`config.mk`:
```
export PLATFORM = sky130hd
export DESIGN_NAME = unidade_controle_rodadas
export DESIGN_NICKNAME = d
export VERILOG_FILES = /design/src/rtl/unidade_controle_rodadas.sv
export SDC_FILE = /design/constraint.sdc
export NUM_CORES = 1
export LEC_CHECK = 0
export BUFFER_PORTS_ARGS = -buffer_cell sky130_fd_sc_hd__buf_2
export CAP_MARGIN = 20
export CORE_ASPECT_RATIO = 0.6
export CORE_MARGIN = 3
export CORE_UTILIZATION = 33
export DETAILED_ROUTE_END_ITERATION = 10
export PLACE_DENSITY_LB_ADDON = 0.12
export SLEW_MARGIN = 20
export SYNTH_ARGS = -nofsm -noshare
export SYNTH_HDL_FRONTEND = slang
export SYNTH_SLANG_ARGS = --single-unit
```
`constraint.sdc`:
```
create_clock -name clock -period 1.8 [get_ports clock]
set_input_delay 0.27 -clock clock [delete_from_list [all_inputs] [get_ports clock]]
set_output_delay 0.27 -clock clock [all_outputs]
set_load 0.05 [all_outputs]
```
`src/rtl/unidade_controle_rodadas.sv`:
```
// Moore control unit for the multi-round memory game: sequences plays and rounds,
// keeps the lives counter and reports win / loss / timeout.
module unidade_controle_rodadas #(
   parameter int unsigned VIDAS      = 3,
   parameter bit          TIMEOUT_EN = 1'b1
) (
   input  logic       clock,
   input  logic       reset,
   input  logic       iniciar,
   input  logic       jogada,
   input  logic       igual,
   input  logic       fimE,
   input  logic       fimR,
   input  logic       timeout,
   output logic       zeraE,
   output logic       contaE,
   output logic       zeraR,
   output logic       contaR,
   output logic       zeraReg,
   output logic       registraR,
   output logic       zeraT,
   output logic       pronto,
   output logic       acertou,
   output logic       errou,
   output logic       db_timeout,
   output logic [3:0] vidas,
   output logic [3:0] db_estado
);

   typedef enum logic [3:0] {
      Inicial       = 4'h0,
      Preparacao    = 4'h1,
      IniciaRodada  = 4'h2,
      Espera        = 4'h3,
      Registra      = 4'h4,
      Comparacao    = 4'h5,
      ProximaJogada = 4'h6,
      ProximaRodada = 4'h7,
      ErroJogada    = 4'h8,
      Tout          = 4'hB,
      Vitoria       = 4'hD,
      Derrota       = 4'hE
   } estado_t;

   localparam logic [3:0] VidasIni = 4'(VIDAS);

   estado_t    estado_q, estado_d;
   logic [3:0] vidas_q, vidas_d;

   always_ff @(posedge clock or posedge reset) begin
      if (reset) begin
         estado_q <= Inicial;
         vidas_q  <= VidasIni;
      end else begin
         estado_q <= estado_d;
         vidas_q  <= vidas_d;
      end
   end

   always_comb begin
      estado_d   = estado_q;
      vidas_d    = vidas_q;
      zeraE      = 1'b0;
      contaE     = 1'b0;
      zeraR      = 1'b0;
      contaR     = 1'b0;
      zeraReg    = 1'b0;
      registraR  = 1'b0;
      zeraT      = 1'b0;
      pronto     = 1'b0;
      acertou    = 1'b0;
      errou      = 1'b0;
      db_timeout = 1'b0;
      db_estado  = estado_q;
      case (estado_q)
         Inicial: begin
            zeraE   = 1'b1;
            zeraR   = 1'b1;
            zeraReg = 1'b1;
            if (iniciar) begin
               estado_d = Preparacao;
               vidas_d  = VidasIni;
            end
         end
         Preparacao: begin
            zeraE    = 1'b1;
            zeraR    = 1'b1;
            zeraReg  = 1'b1;
            zeraT    = 1'b1;
            vidas_d  = VidasIni;
            estado_d = IniciaRodada;
         end
         IniciaRodada: begin
            zeraE    = 1'b1;
            zeraT    = 1'b1;
            estado_d = Espera;
         end
         Espera: begin
            // Inactivity wins over a simultaneous play.
            if (timeout && TIMEOUT_EN) estado_d = Tout;
            else if (jogada)           estado_d = Registra;
         end
         Registra: begin
            registraR = 1'b1;
            estado_d  = Comparacao;
         end
         Comparacao: begin
            if (!igual)            estado_d = ErroJogada;
            else if (fimE && fimR) estado_d = Vitoria;
            else if (fimE)         estado_d = ProximaRodada;
            else                   estado_d = ProximaJogada;
         end
         ProximaJogada: begin
            contaE   = 1'b1;
            zeraT    = 1'b1;
            estado_d = Espera;
         end
         ProximaRodada: begin
            contaR   = 1'b1;
            estado_d = IniciaRodada;
         end
         ErroJogada: begin
            // Decision uses the value before this edge's decrement.
            if (vidas_q == 4'd1) estado_d = Derrota;
            else                 estado_d = IniciaRodada;
            if (vidas_q != 4'd0) vidas_d = vidas_q - 4'd1;
         end
         Tout, Vitoria, Derrota: begin
            pronto     = 1'b1;
            acertou    = (estado_q == Vitoria);
            errou      = (estado_q != Vitoria);
            db_timeout = (estado_q == Tout);
            if (iniciar) begin
               estado_d = Preparacao;
               vidas_d  = VidasIni;
            end
         end
         default: begin
            db_estado = 4'hF;
            estado_d  = Inicial;
         end
      endcase
   end

   assign vidas = vidas_q;

endmodule

```
==> results.txt <==
The global-route total usage across every layer is 15.17%. The clock network accounts for 10.0% of the total power. For this run, the detailed router's first-pass iteration total came to 4.

The number of port buffers came out at 26. After layout, the minimum clock period comes to 1.741 ns. The power density over the cells is 2082 nW/um^2. The transition time of the tightest slew-check pin came out at 0.4155 ns. The mean post-synth cell area is 8.175 um^2. In the post-synthesis netlist, the biggest area contributors are dfrtp_1, dfstp_2, nand2b_1.

The clock root buffer master is clkbuf_8. In the final routed layout, each cell accounts on average for 13.37 um. The number of vias per cell came out at 5.196. The maximum clock rate came out at 0.5743 GHz.

The final critical path takes up 96.74% of the cycle. The internal power of the cells totals 977.1 uW. The synthesis-to-finish area growth is 30.61%.

The overall die area came out at 3214 um^2. The sequential power share came out at 15.3%. The die width came out at 71.22 um. The setup path with the least slack is of type flip-flop to output port. The number of max-slew violations in the final report came to 0.

The number of nets with antenna violations after routing came out at 0. The fraction of layout cells with a size suffix above 1 came out at 42.11%. The power consumption is 2290 uW.

The post-synthesis instance total came out at 103. In this run, synthesis produced a sequential element count of 8. The worst vdd rail ir drop came out at 0.7684 mV. The placed instances occupy a cell area of 1011 um^2. The final net count came out at 144. The final cell area excluding filler cells is 1100 um^2. Combinational logic burns 74.7% of the power.

The clock insertion delay at the later pin of the skew report came out at 0.23 ns. The worst setup path is captured at an output port. In the synthesized netlist the async set-or-reset flop fraction comes to 100.0%. The total area inside the core boundary comes to 2293 um^2.

The number of setup violations in the final report is 0. The remaining global-route overflow came out at 0. The via count of the routed design is 847. The final number of hold-violating endpoints is 0. The maximum fanout along the worst path came out at 10.

The first-pass GRT wire length is 3705 um. The most common library cell in the layout ignoring fill and taps is buf_2. The number of enable-type register cells in the synthesized netlist is 0. Once the floorplan was initialized, standard cells occupied 36.72% of the core. The register area share after synthesis came out at 24.07%. The clock sink count came out at 8. The clock tree buffer depth came out at 2. The prevailing post-synth register cell is dfrtp_1. The total of max-cap violations came out at 0. The number of placement rows came out at 13.

Clock tree synthesis inserted a total of 3 buffers. The multi-input combinational cell area is 563.0 um^2. Net switching is 57.33% of the power. Setup repair after global routing could not meet its margin everywhere. In the layout the commonest cells are buf_2, buf_4, inv_1, nand2_1, nand2b_1. The data arrival at the endpoint of the critical path is 1.47 ns. The filler cell count came out at 231. The area share of the largest cell type after synthesis came out at 17.83%. The area taken by flip-flops and latches is 205.2 um^2.

The CTS tree is built. The die outline height came out at 45.13 um. The cell type contributing the most total cell area after synthesis is dfrtp_1. The congestion estimate from routability-driven global placement came to 0.8051. For this block, the routed nets add up to 2180 um of wire. The critical path launch point type is a flip-flop. The cell area after technology mapping is 842.1 um^2. The count of cell types in the netlist came out at 50. The detailed router's first-iteration violation count came out at 29. The maximum clock skew at final layout came out at 0.003665 ns. CTS built an H-tree with a depth of 1. The top-level port count is 27. Entering global routing, the biggest net connects 14 pins. During synthesis, Yosys emitted a total of 0 warnings. The type of the tightest min-delay check is primary input to flip-flop. The number of design rule violations left after detail routing came out at 0. The run finished with clean final reports. The antenna diode count is 0. The endpoint required time on the critical path is 1.53 ns. The initial antenna violation count is 0. The half-perimeter wire length after detailed placement is 1744 um. The number of global-route vias before repair is 780. The analysis attributes to cell leakage a power of 0.0005391 uW. Synthesis produced a netlist with a net count of 113. Measured against its own limit, the worst slew margin works out to 71.92%.

The analysis attributes to net switching a power of 1313 uW. The clock-pin slew on the worst setup and hold paths is 0.04 ns.
==> per-stage QoR <==
| stage | util [%] | setup slack, ns | hold slack [ns] | instances | TNS (ns) |
|---|---|---|---|---|---|
| floorplan | - | 0.00005640 | 0.08423 | 103 | 0 |
| detailed placement | 44.08 | 0.1011 | 0.2406 | 156 | 0 |
| finish | 47.95 | 0.05869 | 0.3929 | 163 | 0 |
| global route | 47.95 | -0.001080 | 0.4207 | 163 | -0.001080 |
| global placement | 44.08 | 0.1241 | 0.2342 | 156 | 0 |
| CTS | 47.52 | 0.01187 | 0.3928 | 163 | 0 |
==> path summary, 6_finish.rpt <==
| kind | cells past startpoint | from | endpoint | slack [ns] |
|---|---|---|---|---|
| min in group asynchronous | 3 | reset | estado_q[2] | 0.53 |
| min reg2reg | 2 | vidas[1] | vidas[1] | 0.53 |
| max reg2reg | 4 | estado_q[2] | estado_q[2] | 0.13 |
| max in group asynchronous | 3 | reset | vidas[1] | 0.97 |
| max | 4 | estado_q[0] | pronto | 0.06 |
| min | 3 | fimE | estado_q[0] | 0.39 |
==> registers in the layout, summed over array words and instances (netlist names) <==
register,flops
estado_q,4
vidas,4
==> timing repair <==
action                                  in CTS  in global routing
endpoints found under the setup margin       5                  4
buffers inserted                             2                  0
cloned                                       0                  0
hold buffers                                 1                  0
endpoints found under the hold margin        6                  0
resized for setup                            4                  4
==> synthesized netlist by cell type, types with 3 or more instances <==
cell / number
dfrtp_1: 6
nand2b_1: 6
xor2_1: 3
o21ai_0: 5
nor2_1: 8
buf_4: 3
clkbuf_1: 3
nand2_1: 6
inv_1: 6
a21oi_1: 4
buf_2: 3
==> per-layer routing <==
metal,share of wire [%],track usage (%),up-vias
met2,41,20.44,20
li1,-,-,425
met4,0.78,5.243,0
met1,51,21.76,399
met3,6.5,5.778,3
met5,0,0,-
==> layout make-up <==
| type | instances | area share [%] |
|---|---|---|
| multi-input combinational | 78 | 51.19 |
| inverter | 6 | 2.048 |
| sequential | 8 | 18.66 |
| tap | 30 | 3.413 |
| clock buffer | 4 | 4.096 |
| timing repair buffer | 37 | 20.59 |
==> power groups by stage <==
stage               sequential (uW)  combinational (uW)  clock, uW
global route                    367                1850        245
floorplan                       334                1360          0
finish                          350                1710        229
detailed placement              358                1640          0
CTS                             349                1700        236
global placement                357                1650          0
==> kinds of logic (layout without fill, tap and decap cells) <==
logic type	Yosys count	after routing	share of synthesized area, %
XOR/XNOR	3	3	3.121
flip-flops	8	8	24.07
buffers and inverters	17	47	11.14
multiplexers	1	1	1.337
adder cells (fa/ha/maj)	2	2	2.971
AO/OA/AOI/OAI	31	31	27.19
AND/OR/NAND/NOR	41	41	30.16
==> critical path, stage by stage, from the launching register on <==
cell	delay, ns
dfrtp_2	0.48
buf_4	0.18
nand3b_1	0.16
a21boi_2	0.17
clkbuf_4	0.25
Power figures use the tool's default switching activity.
